===== config.mk =====
export PLATFORM = sky130hd
export DESIGN_NAME = h2c_marker_ctrl
export DESIGN_NICKNAME = d
export VERILOG_FILES = /design/src/rtl/h2c_marker_ctrl.sv
export SDC_FILE = /design/constraint.sdc
export NUM_CORES = 1
export LEC_CHECK = 0
export ABC_CLOCK_PERIOD_IN_PS = 2500
export BUFFER_PORTS_ARGS = -buffer_cell sky130_fd_sc_hd__buf_2
export CAP_MARGIN = 10
export CORE_MARGIN = 2
export CORE_UTILIZATION = 40
export DETAILED_ROUTE_END_ITERATION = 7
export SLEW_MARGIN = 40
export SYNTH_ARGS = -nofsm -noshare
export SYNTH_HDL_FRONTEND = slang
export SYNTH_SLANG_ARGS = --single-unit

===== constraint.sdc =====
create_clock -name axi_aclk -period 2.5 [get_ports axi_aclk]
set_clock_uncertainty 0.1 [all_clocks]
set_input_delay 0.5 -clock axi_aclk [delete_from_list [all_inputs] [get_ports axi_aclk]]
set_output_delay 0.5 -clock axi_aclk [all_outputs]
set_load 0.005 [all_outputs]

===== src/rtl/h2c_marker_ctrl.sv =====
// H2C marker request sequencer.
// Takes a CSR start pulse and captures the target queue and engine. It then
// fences normal bypass descriptors for one cycle and presents a marker
// request to the chosen engine until that engine accepts it. Finally it waits
// for the matching marker response, or abandons the operation after TIMEOUT
// cycles. Every output is driven straight from a flop.
module h2c_marker_ctrl #(
  parameter int          CNT_W   = 16,
  parameter int unsigned TIMEOUT = 16'hFFFF
) (
  input  logic             axi_aclk,
  input  logic             axi_aresetn,
  input  logic             csr_mrkr_start,
  input  logic             csr_mrkr_st_mm,
  input  logic [10:0]      csr_mrkr_qid,
  output logic             csr_mrkr_busy,
  output logic             csr_mrkr_done,
  output logic             csr_mrkr_timeout,
  output logic [CNT_W-1:0] csr_mrkr_latency,
  output logic [CNT_W-1:0] csr_mrkr_cnt,
  output logic             h2c_mm_marker_req,
  output logic             h2c_st_marker_req,
  output logic [10:0]      h2c_mrkr_qid,
  output logic             h2c_dsc_byp_hold,
  input  logic             h2c_byp_in_mm_rdy,
  input  logic             h2c_byp_in_st_rdy,
  input  logic             h2c_mm_marker_rsp,
  input  logic             h2c_st_marker_rsp
);

  typedef enum logic [1:0] {
    S_IDLE     = 2'd0,
    S_HOLD     = 2'd1,
    S_REQ      = 2'd2,
    S_WAIT_RSP = 2'd3
  } state_t;

  localparam logic [CNT_W-1:0] TMO = CNT_W'(TIMEOUT);

  state_t           r_state;
  logic             r_st_mm;     // 1 = MM engine, 0 = ST engine
  logic [10:0]      r_qid;
  logic [CNT_W-1:0] r_tmr;
  logic             r_busy;
  logic             r_done;
  logic             r_timeout;
  logic [CNT_W-1:0] r_latency;
  logic [CNT_W-1:0] r_cnt;
  logic             r_mm_req;
  logic             r_st_req;
  logic             r_hold;

  logic             w_sel_rdy;
  logic             w_sel_rsp;
  logic             w_tmo;
  logic [CNT_W-1:0] w_tmr_inc;

  // Only the captured engine's handshakes matter; the other engine is ignored.
  assign w_sel_rdy = r_st_mm ? h2c_byp_in_mm_rdy : h2c_byp_in_st_rdy;
  assign w_sel_rsp = r_st_mm ? h2c_mm_marker_rsp : h2c_st_marker_rsp;
  assign w_tmo     = (r_tmr == TMO);
  // The timer saturates so a very long wait can never alias back to a small value.
  assign w_tmr_inc = (&r_tmr) ? r_tmr : r_tmr + CNT_W'(1);

  // Marker sequencer FSM: state, timer, captured fields and all outputs.
  always_ff @(posedge axi_aclk or negedge axi_aresetn) begin
    if (!axi_aresetn) begin
      r_state   <= S_IDLE;
      r_st_mm   <= 1'b0;
      r_qid     <= '0;
      r_tmr     <= '0;
      r_busy    <= 1'b0;
      r_done    <= 1'b0;
      r_timeout <= 1'b0;
      r_latency <= '0;
      r_cnt     <= '0;
      r_mm_req  <= 1'b0;
      r_st_req  <= 1'b0;
      r_hold    <= 1'b0;
    end else begin
      r_done <= 1'b0;
      case (r_state)
        S_IDLE: begin
          // Responses that arrive here belong to no operation and are dropped.
          if (csr_mrkr_start) begin
            r_st_mm   <= csr_mrkr_st_mm;
            r_qid     <= csr_mrkr_qid;
            r_timeout <= 1'b0;
            r_tmr     <= '0;
            r_busy    <= 1'b1;
            r_hold    <= 1'b1;
            r_state   <= S_HOLD;
          end
        end
        S_HOLD: begin
          // One fenced cycle lets a descriptor handshake already in flight drain
          // before the marker is presented. The timer counts the REQ entry
          // cycle as cycle 1.
          r_tmr    <= w_tmr_inc;
          r_mm_req <= r_st_mm;
          r_st_req <= ~r_st_mm;
          r_state  <= S_REQ;
        end
        S_REQ: begin
          r_tmr <= w_tmr_inc;
          if (w_tmo) begin
            r_mm_req  <= 1'b0;
            r_st_req  <= 1'b0;
            r_hold    <= 1'b0;
            r_busy    <= 1'b0;
            r_timeout <= 1'b1;
            r_done    <= 1'b1;
            r_state   <= S_IDLE;
          end else if (w_sel_rdy) begin
            r_mm_req <= 1'b0;
            r_st_req <= 1'b0;
            r_hold   <= 1'b0;
            r_state  <= S_WAIT_RSP;
          end
        end
        S_WAIT_RSP: begin
          r_tmr <= w_tmr_inc;
          // A response in the same cycle as the timeout still counts as success.
          if (w_sel_rsp) begin
            r_latency <= r_tmr;
            r_cnt     <= r_cnt + CNT_W'(1);
            r_busy    <= 1'b0;
            r_done    <= 1'b1;
            r_state   <= S_IDLE;
          end else if (w_tmo) begin
            r_busy    <= 1'b0;
            r_timeout <= 1'b1;
            r_done    <= 1'b1;
            r_state   <= S_IDLE;
          end
        end
        default: begin
          r_state <= S_IDLE;
        end
      endcase
    end
  end

  assign csr_mrkr_busy     = r_busy;
  assign csr_mrkr_done     = r_done;
  assign csr_mrkr_timeout  = r_timeout;
  assign csr_mrkr_latency  = r_latency;
  assign csr_mrkr_cnt      = r_cnt;
  assign h2c_mm_marker_req = r_mm_req;
  assign h2c_st_marker_req = r_st_req;
  assign h2c_mrkr_qid      = r_qid;
  assign h2c_dsc_byp_hold  = r_hold;

endmodule


==> impl_metrics.csv, run 1 <==
group,metric,value,unit
clock_tree,cts-root-buf,"clkbuf_8",
logic_synthesis,yosysWarnings,0,
logic_synthesis,ys_seq_elements,68,
finish,nets,343,
pwr,p_int,2.30,mW
pwr,p_seq_frac,0.468,
sta,relSlewSlack,0.586,
sta,finalMaxSlewViolations,0,
floorplan,die-area,8250,um^2
pwr,peakVddDrop,0.445,mV
clock_tree,clk_latency,340,ps
sta,post-route-period-util,0.792,
place,port_buffers,67,
logic_synthesis,yosysUniqueCellTypes,43,
logic_synthesis,synth_edf_count,0,
clock_tree,clockBufferDepth,2,
setup_path,cp-end-kind,"flop",
pwr,swShare,0.324,
finish,drive_gt1_frac,0.336,
route,drc,0,
finish,final_cell_mix,"dfrtp_1, buf_2, nand2_1",
finish,antenna_cells,0,
clock_tree,postCtsSetupRepairBufs,0,
floorplan,coreArea,7290,um^2
grt,grt_util_all_layers,0.155,
finish,multi_input_area,1260,um^2
route,totalWireLength,5.80,mm
route,drt_iter0_drc,69,
logic_synthesis,synth_cells,247,
setup_path,crit_path_cell_trace,"ha_1 -> nand4_2 -> or4_4 -> a21oi_2 -> o22ai_1",
clock_tree,clkTransAtPathRegs,70,ps
route,post_drt_via_cell_ratio,5.10,
finish,area_delta_synth_final,21.4,%
sta,worst_pin_slew,619,ps
grt,antenna_found_initial,0,
floorplan,die_w,90.8,um
sta,setup_viol_count_final,0,
finish,seqCellArea,1700,um^2
route,vias,2171,
setup_path,critical_path_class,"reg -> reg",
pwr,p_sw,1.10,mW
setup_path,cp.arrival,2090,ps
sta,fmax,0.505,GHz
clock_tree,cts_max_level,3,
run,max_cap_viol_count,0,
grt,grt-ovfl-total,0,
hold_path,hold_class,"in -> async",
setup_path,critPathMaxFanout,5,
sta,rsz0062_at_grt,"no",
grt,grt_max_degree,69,
floorplan,start_util,0.414,
finish,final_common_cell,"dfrtp_1",
pwr,clockPowerShare,0.241,
clock_tree,clock_sinks,68,
clock_tree,post_cts_resize_count,0,
setup_path,critPathLaunchType,"flop",
place,dp_hpwl,4.05,mm
setup_path,worstPathRequired,2610,ps
grt,grt_pass1_vias,2149,
clock_tree,cts_tree,"done",
place,gp_congestion,0.753,
clock_tree,hold_buffers,0,
setup_path,reg2regPathDepth,5,
setup_path,crit_path_max_incr_delay,600,ps
logic_synthesis,netlist_area,3020,um^2
outcome,status,"finished, final reports clean",
pwr,p_per_area,930,nW/um^2
pwr,p_leak,1.85,nW
pwr,total_power,3.41,mW
pwr,combPwrFrac,0.291,
floorplan,std_cell_rows,31,
sta,tns,0,ps
route,dr.pass1.iters,4,
floorplan,die_y,90.8,um
finish,n_fill_cell,703,
logic_synthesis,ys_async_sr_fraction,1.00,
logic_synthesis,synthesis.nets,268,
floorplan,io_pins,68,
clock_tree,cts_buffers,9,
grt,grt_first_pass_wirelength,10.2,mm
logic_synthesis,synthFlopType,"dfrtp_1",
finish,finalCoreUtilization,0.502,
route,wl_per_cell,13.6,um
sta,hold_violations,0,
logic_synthesis,ys_seq_area_frac,0.564,
route,ant_nets,0,
setup_path,slowest_stage,"or4_4",
sta,finalCriticalPeriod,1980,ps
logic_synthesis,avgSynthCellArea,12.2,um^2
[final timing paths]
check                                  from                  end  slack, ps
max                                r_tmr[0]    h2c_mm_marker_req        520
min                             axi_aresetn      csr_mrkr_cnt[9]         70
max reg2reg                        r_tmr[0]    h2c_mm_marker_req        520
min reg2reg                csr_mrkr_cnt[15]     csr_mrkr_cnt[15]        360
max in group asynchronous       axi_aresetn  csr_mrkr_latency[6]       1940
min in group axi_aclk       csr_mrkr_qid[5]      h2c_mrkr_qid[5]        270
[metal layers]
metal	routed length, um	track usage	vias up
li1	-	-	1062
met1	2830	0.210	1053
met2	2530	0.224	47
met3	311	0.0526	9
met4	121	0.0707	0
met5	0	0	-
[flip-flops by register name, indices dropped and copies added (netlist names)]
name	count
csr_mrkr_latency	16
r_tmr	16
csr_mrkr_timeout	1
r_st_mm	1
h2c_dsc_byp_hold	1
csr_mrkr_done	1
h2c_mm_marker_req	1
h2c_st_marker_req	1
csr_mrkr_busy	1
h2c_mrkr_qid	11
r_state	2
csr_mrkr_cnt	16
[per-stage QoR]
stage	setup WS, ps	cell area, um^2	hold WS [ps]	instances
floorplan	694	3020	104	247
global placement	544	3480	357	410
detailed placement	525	3480	365	410
CTS	517	3660	77.1	426
global route	412	3660	102	426
finish	521	3660	70.6	426
[cell type report]
cell class	instances	area share
clock inverter	1	0.00137
sequential	68	0.465
inverter	3	0.00308
multi-input combinational	169	0.345
clock buffer	15	0.0482
tap	99	0.0338
timing repair buffer	71	0.103
[cells by family after synthesis]
group / Yosys count / synth area share
AO/OA/AOI/OAI: 37 / 0.0888
XOR/XNOR: 15 / 0.0436
adder cells (fa/ha/maj): 2 / 0.00830
buffers and inverters: 10 / 0.0166
flip-flops: 68 / 0.564
multiplexers: 36 / 0.132
AND/OR/NAND/NOR: 79 / 0.146
[worst max-delay path: cells and delay by family, from the launching register on]
family                     cells  cell delay (ps)
AOI/OAI and AO/OA              2              320
DFF                            1              400
and+or+nand+nor                2              790
adders and majority gates      1              240
[Yosys cell counts (all sizes together), types with 2 or more instances]
| master | number | area [um^2] |
|---|---|---|
| o211ai | 3 | 27.5 |
| nor2 | 8 | 30.0 |
| mux2 | 30 | 338 |
| o31ai | 6 | 45.0 |
| or3 | 3 | 18.8 |
| nand3 | 14 | 80.1 |
| nor4 | 3 | 18.8 |
| ha | 2 | 25.0 |
| or4 | 5 | 41.3 |
| mux2i | 6 | 60.1 |
| o41ai | 2 | 36.3 |
| inv | 3 | 11.3 |
| buf | 5 | 31.3 |
| xnor2 | 9 | 78.8 |
| clkbuf | 2 | 7.51 |
| nor3 | 4 | 20.0 |
| and3 | 4 | 25.0 |
| dfrtp | 68 | 1700 |
| xor2 | 6 | 52.6 |
| o21ai | 8 | 40.0 |
| nand4 | 11 | 87.6 |
| a21oi | 11 | 58.8 |
| nand2 | 23 | 86.3 |
[power groups by stage]
stage | Clock, mW | Combinational (mW) | Sequential, mW
floorplan | 0 | 0.670 | 1.57
global placement | 0 | 0.986 | 1.61
detailed placement | 0 | 1.01 | 1.62
CTS | 0.853 | 1.01 | 1.60
global route | 0.902 | 1.12 | 1.65
finish | 0.819 | 0.991 | 1.59
Note: power is estimated with default switching activity, not from simulation.
==> run 2, diff against run 1 <==
--- a/config.mk
+++ b/config.mk
@@ -5,7 +5,8 @@
 export SDC_FILE = /design/constraint.sdc
 export NUM_CORES = 1
 export LEC_CHECK = 0
-export ABC_CLOCK_PERIOD_IN_PS = 2500
+export ABC_AREA = 1
+export ABC_CLOCK_PERIOD_IN_PS = 1900
 export BUFFER_PORTS_ARGS = -buffer_cell sky130_fd_sc_hd__buf_2
 export CAP_MARGIN = 10
 export CORE_MARGIN = 2
==> constraint.sdc (replaced) <==
create_clock -name axi_aclk -period 1.9 [get_ports axi_aclk]
set_clock_uncertainty 0.1 [all_clocks]
set_input_delay 0.38 -clock axi_aclk [delete_from_list [all_inputs] [get_ports axi_aclk]]
set_output_delay 0.38 -clock axi_aclk [all_outputs]
set_load 0.005 [all_outputs]
==> run 2 against run 1 <==
Sequential power increased by 42%. Highest routed layer unchanged. Area after synthesis increased by 11%. Largest cell class unchanged. Worst setup slack got worse by 340 ps. Critical path type unchanged. Largest power group unchanged.
==> impl_metrics.csv, run 2 <==
group,metric,value,unit
setup_path,cp-end-kind,"flop",
floorplan,io_pins,68,
floorplan,die_w,95.3,um
logic_synthesis,synth_cells,416,
floorplan,coreArea,8130,um^2
logic_synthesis,synthFlopType,"dfrtp_1",
logic_synthesis,synth_top_area_frac,0.510,
setup_path,cp.arrival,1900,ps
setup_path,critical_path_class,"reg -> reg",
logic_synthesis,avgSynthCellArea,8.02,um^2
logic_synthesis,netlist_area,3330,um^2
logic_synthesis,ys_seq_elements,68,
sta,post-route-period-util,0.905,
logic_synthesis,synth_edf_count,0,
route,drt_iter0_drc,130,
sta,hold_ws,136,ps
finish,fin_area,4070,um^2
sta,tns,0,ps
finish,nets,517,
place,dp_hpwl,5.51,mm
route,vias,2885,
setup_path,critPathLaunchType,"flop",
sta,finalCriticalPeriod,1720,ps
pwr,p_per_area,1310,nW/um^2
setup_path,reg2regPathDepth,8,
hold_path,holdPathStages,3,
grt,grt_first_pass_wirelength,12.6,mm
finish,multi_input_area,1420,um^2
run,max_cap_viol_count,0,
sta,rsz0062_at_grt,"no",
clock_tree,clockBufferDepth,2,
pwr,peakVddDrop,0.661,mV
place,placed_cells,588,
place,gp_congestion,0.865,
sta,finalMaxSlewViolations,0,
finish,seqCellArea,1700,um^2
finish,area_delta_synth_final,22.0,%
route,dr.pass1.iters,5,
logic_synthesis,synthesis.nets,437,
pwr,p_leak,2.11,nW
route,wl_per_cell,12.2,um
clock_tree,clkTransAtPathRegs,70,ps
route,ant_nets,0,
finish,instances_no_fill,606,
finish,drive_gt1_frac,0.214,
sta,setup_viol_count_final,0,
finish,antenna_cells,0,
finish,final_cell_mix,"nand2_1, dfrtp_1, buf_2",
setup_path,slowest_stage,"dfrtp_1",
clock_tree,cts_buffers,9,
grt,grt_util_all_layers,0.180,
logic_synthesis,yosysWarnings,0,
finish,final_common_cell,"nand2_1",
clock_tree,clock_sinks,68,
outcome,status,"finished, final reports clean",
clock_tree,cts-root-buf,"clkbuf_8",
grt,grt_pass1_vias,2783,
place,placed_area,3850,um^2
route,post_drt_via_cell_ratio,4.76,
floorplan,start_util,0.410,
sta,hold_violations,0,
route,drc,0,
sta,fmax,0.582,GHz
sta,relSlewSlack,0.649,
place,port_buffers,67,
clock_tree,clk_latency,340,ps
finish,finalCoreUtilization,0.500,
finish,n_fill_cell,818,
logic_synthesis,ys_async_sr_fraction,1.00,
grt,antenna_found_initial,0,
grt,grt-ovfl-total,0,
floorplan,die-area,9080,um^2
logic_synthesis,netlist_top_cells_count,"nand2_1, dfrtp_1, inv_1",
logic_synthesis,yosysUniqueCellTypes,25,
floorplan,std_cell_rows,33,
setup_path,crit_path_max_incr_delay,400,ps
logic_synthesis,synthTopCellsByArea,"dfrtp_1, nand2_1, inv_1, o21ai_0, nand3_1",
route,totalWireLength,7.41,mm
setup_path,critPathMaxFanout,7,
setup_path,worstPathRequired,2080,ps
grt,grt_max_degree,31,
logic_synthesis,yosysMostFrequentCell,"nand2_1",
clock_tree,cts_max_level,3,
logic_synthesis,synth.largest_area_cell,"dfrtp_1",
hold_path,hold_class,"in -> reg",
setup_path,crit_path_cell_trace,"ha_1 -> inv_1 -> nor2_4 -> nand2_4 -> nor2_8 -> o21ai_0 -> nand3_1 -> nand2_1",
clock_tree,cts_tree,"done",
floorplan,die_y,95.3,um
sta,worst_pin_slew,527,ps
logic_synthesis,ys_seq_area_frac,0.510,
## run 2: changes by cell type in the layout (fill, tap and decap cells not counted), moves of 15 or more
cell,delta
mux2_1,-15
o21ai_0,+28
nor2_1,+26
inv_1,+39
nand2_1,+119
mux2_2,-15
## run 2: metrics by stage
step                power, mW  setup slack (ps)
finish                   5.31               181
global route             5.80              38.6
CTS                      5.36               168
detailed placement       4.12               182
global placement         4.08               219
floorplan                3.39               351
## run 2: report_power, final
| part | switching [mW] | leakage (nW) | internal [mW] |
|---|---|---|---|
| Combinational | 1.09 | 1.12 | 0.741 |
| Clock | 0.548 | 0.102 | 0.674 |
| Sequential | 0.344 | 0.894 | 1.91 |
## run 2: cell families (layout without fill, tap and decap cells)
family,after synthesis,in the layout,synth area share
DFF,68,68,0.510
AOI/OAI and AO/OA,44,44,0.0675
and+or+nand+nor,235,236,0.313
adders and majority gates,2,2,0.00750
buffers and inverters,53,137,0.0645
xor gates and xnor gates,14,14,0.0368
## run 2: routing by layer
layer	GRT usage	share of wire	routed length, um	vias up
met5	0	0	0	-
met4	0.0676	0.015	110	0
met3	0.0561	0.068	503	9
met2	0.271	0.43	3170	84
met1	0.243	0.49	3630	1315
li1	-	-	-	1477
## run 2: worst paths after layout
path | start | to | slack, ps
min in group asynchronous | axi_aresetn | csr_mrkr_cnt[9] | 440
hold reg to reg | csr_mrkr_busy | csr_mrkr_busy | 370
max in group asynchronous | axi_aresetn | h2c_mrkr_qid[6] | 710
hold / removal | csr_mrkr_qid[5] | h2c_mrkr_qid[5] | 140
setup reg to reg | r_tmr[0] | h2c_mm_marker_req | 180
setup / recovery | r_tmr[0] | h2c_mm_marker_req | 180
## run 2: layout make-up
| cell class | instances | area share |
|---|---|---|
| Tap cell | 105 | 0.0323 |
| Multi-Input combinational cell | 296 | 0.350 |
| Clock inverter | 4 | 0.0117 |
| Clock buffer | 12 | 0.0382 |
| Inverter | 43 | 0.0397 |
| Timing Repair Buffer | 78 | 0.110 |
| Sequential cell | 68 | 0.418 |
## run 2: worst max-delay path, delay by kind of cell (launching register included)
family	cells	cell delay (ps)
AOI/OAI and AO/OA	1	350
adders and majority gates	1	210
buffers and inverters	1	130
DFF	1	400
and+or+nand+nor	5	460
## run 2: timing repair
item / 4_1_cts / 5_1_grt
resized for setup: 0 / 0
endpoints found under the hold margin: 19 / 0
setup buffers: 0 / 0
hold buffers: 1 / 0
endpoints found under the setup margin: 0 / 1
==> run 3, diff against run 2 <==
--- a/config.mk
+++ b/config.mk
@@ -5,8 +5,7 @@
 export SDC_FILE = /design/constraint.sdc
 export NUM_CORES = 1
 export LEC_CHECK = 0
-export ABC_AREA = 1
-export ABC_CLOCK_PERIOD_IN_PS = 1900
+export ABC_CLOCK_PERIOD_IN_PS = 1600
 export BUFFER_PORTS_ARGS = -buffer_cell sky130_fd_sc_hd__buf_2
 export CAP_MARGIN = 10
 export CORE_MARGIN = 2
==> constraint.sdc (replaced) <==
create_clock -name axi_aclk -period 1.6 [get_ports axi_aclk]
set_clock_uncertainty 0.1 [all_clocks]
set_input_delay 0.32 -clock axi_aclk [delete_from_list [all_inputs] [get_ports axi_aclk]]
set_output_delay 0.32 -clock axi_aclk [all_outputs]
set_load 0.005 [all_outputs]
==> run 3 against run 2 <==
The flow now finishes with violations (setup timing). Critical path type unchanged. Largest cell class unchanged. Routed wire length decreased by 5.9%. Critical endpoint unchanged. Flip-flop and latch count unchanged. Cell area increased by 6.5%. Register-to-register slack got worse by 320 ps. Worst setup slack got worse by 320 ps. Die area decreased by 9.2%. Hold slack got worse by 50 ps. Critical path depth decreased by 3.
==> impl_metrics.csv, run 3 (synthesis gave the netlist of run 1 again) <==
group,metric,value,unit
route,wl_per_cell,14.5,um
hold_path,hold_class,"in -> reg",
place,dp_hpwl,4.68,mm
outcome,violations,"setup timing",
sta,setup_viol_count_final,17,
setup_path,rr_startpoint,"r_tmr[15]",
hold_path,holdCritStartpoint,"csr_mrkr_qid[4]",
setup_path,critPathMaxFanout,5,
route,ant_nets,0,
pwr,p_sw,2.01,mW
sta,hold_violations,0,
clock_tree,cts_buffers,9,
setup_path,reg2regPathDepth,5,
place,port_buffers,67,
sta,finalCriticalPeriod,1730,ps
finish,nets,399,
sta,tns,-1010,ps
pwr,total_power,6.04,mW
sta,relSlewSlack,0.763,
grt,grt_max_degree,69,
pwr,combPwrFrac,0.395,
route,dr.pass1.iters,4,
floorplan,io_pins,68,
setup_path,rrSetupSlack,-130,ps
place,gp_congestion,0.806,
floorplan,start_util,0.414,
finish,area_delta_synth_final,43.6,%
floorplan,die_w,90.8,um
clock_tree,cts_tree,"done",
sta,worst_pin_slew,345,ps
floorplan,std_cell_rows,31,
finish,drive_gt1_frac,0.510,
setup_path,r2r-end,"h2c_mm_marker_req",
pwr,p_per_area,1390,nW/um^2
grt,grt_first_pass_wirelength,11.6,mm
route,vias,2444,
grt,grt-ovfl-total,0,
sta,rsz0062_at_grt,"yes",
place,dpl_worst_slack,-220,ps
pwr,p_int,4.03,mW
clock_tree,clkTransAtPathRegs,70,ps
clock_tree,clockBufferDepth,2,
pwr,p_leak,2.18,nW
pwr,p_seq_frac,0.396,
pwr,peakVddDrop,0.673,mV
finish,final_common_cell,"dfrtp_1",
sta,fmax,0.577,GHz
setup_path,critical_path_class,"reg -> reg",
pwr,swShare,0.333,
run,max_cap_viol_count,0,
setup_path,cp.arrival,1860,ps
grt,antenna_found_initial,0,
floorplan,coreArea,7290,um^2
route,totalWireLength,6.98,mm
floorplan,die-area,8250,um^2
finish,final_cell_mix,"dfrtp_1, buf_2, buf_4",
setup_path,worstPathRequired,1730,ps
finish,antenna_cells,0,
hold_path,holdPathStages,2,
finish,fin_area,4330,um^2
route,drc,0,
sta,finalMaxSlewViolations,0,
place,placed_area,3820,um^2
pwr,clockPowerShare,0.209,
clock_tree,cts_max_level,3,
clock_tree,clk_latency,350,ps
route,drt_iter0_drc,74,
floorplan,die_y,90.8,um
route,post_drt_via_cell_ratio,5.08,
clock_tree,cts-root-buf,"clkbuf_8",
sta,setup_ws,-135,ps
grt,grt_pass1_vias,2441,
outcome,status,"complete, but fails checks",
sta,post-route-period-util,1.08,
clock_tree,clock_sinks,68,
hold_path,hold_end,"h2c_mrkr_qid[4]",
grt,grt_util_all_layers,0.175,
setup_path,cp-end-kind,"flop",
setup_path,critPathLaunchType,"flop",
==> run 3: cell count changes in the layout (fill, tap and decap cells not counted), sizes merged, moves of 11 or more <==
cell   before  now
a21oi       0   11
buf        77  125
inv        43    3
mux2        0   30
nand2     146   23
nand3      26   14
nor2       42    8
o21ai      43    8
==> run 3: power by group through the flow <==
| stage | clock network, mW | registers [mW] | logic, mW |
|---|---|---|---|
| 3_3_place_gp | 0 | 2.42 | 2.08 |
| 5_1_grt | 1.38 | 2.45 | 2.64 |
| 2_1_floorplan | 0 | 2.48 | 1.11 |
| 4_1_cts | 1.29 | 2.41 | 2.23 |
| 3_5_place_dp | 0 | 2.44 | 2.13 |
| 6_report | 1.26 | 2.39 | 2.38 |
==> run 3: through the flow <==
step	utilization	std cells	hold slack, ps
final	0.594	481	86.6
after global routing	0.594	481	80.4
after CTS	0.560	470	71.7
after detailed placement	0.524	448	272
after global placement	0.524	448	276
after floorplan	-	247	-75.6
==> run 3: critical path, cell delays in order, from the launching register on <==
cell	delay, ps
dfrtp_1	380
nand4_1	120
buf_6	150
or4_4	590
a21oi_4	180
o22ai_1	100
==> run 3: area by class of cell <==
cell class / count / area, um^2
clock inverters: 2 / 10.0
fillers: 660 / 2960
well taps: 99 / 124
multi-input cells: 169 / 1460
flip-flops and latches: 68 / 1700
inverters: 3 / 11.3
clock buffers: 13 / 159
repair buffers: 127 / 862
==> run 3: what timing repair did <==
item                                   4_1_cts  5_1_grt
pin swaps                                   16       13
buffers inserted                             6       10
endpoints found under the hold margin       68        0
resized for setup                           11       31
hold buffers                                 1        0
setup endpoints to repair                   23       31
cloned                                       1        1
==> run 3: metal layers <==
| metal | share of wire | vias up | global-route usage |
|---|---|---|---|
| met4 | 0.017 | 0 | 0.0795 |
| met3 | 0.043 | 8 | 0.0426 |
| met5 | 0 | - | 0 |
| met1 | 0.46 | 1206 | 0.236 |
| li1 | - | 1178 | - |
| met2 | 0.48 | 52 | 0.268 |
==> run 3: worst max path at each step <==
stage | startpoint | slack (ps) | cells past startpoint | endpoint
after floorplan | r_tmr[0] | -170 | 5 | h2c_mm_marker_req
final | r_tmr[15] | -130 | 5 | h2c_mm_marker_req
after global routing | r_tmr[8] | -180 | 5 | h2c_mm_marker_req
after CTS | r_tmr[0] | -130 | 6 | r_tmr[13]
after global placement | r_tmr[1] | -200 | 5 | h2c_mm_marker_req
after detailed placement | r_tmr[1] | -220 | 5 | h2c_mm_marker_req
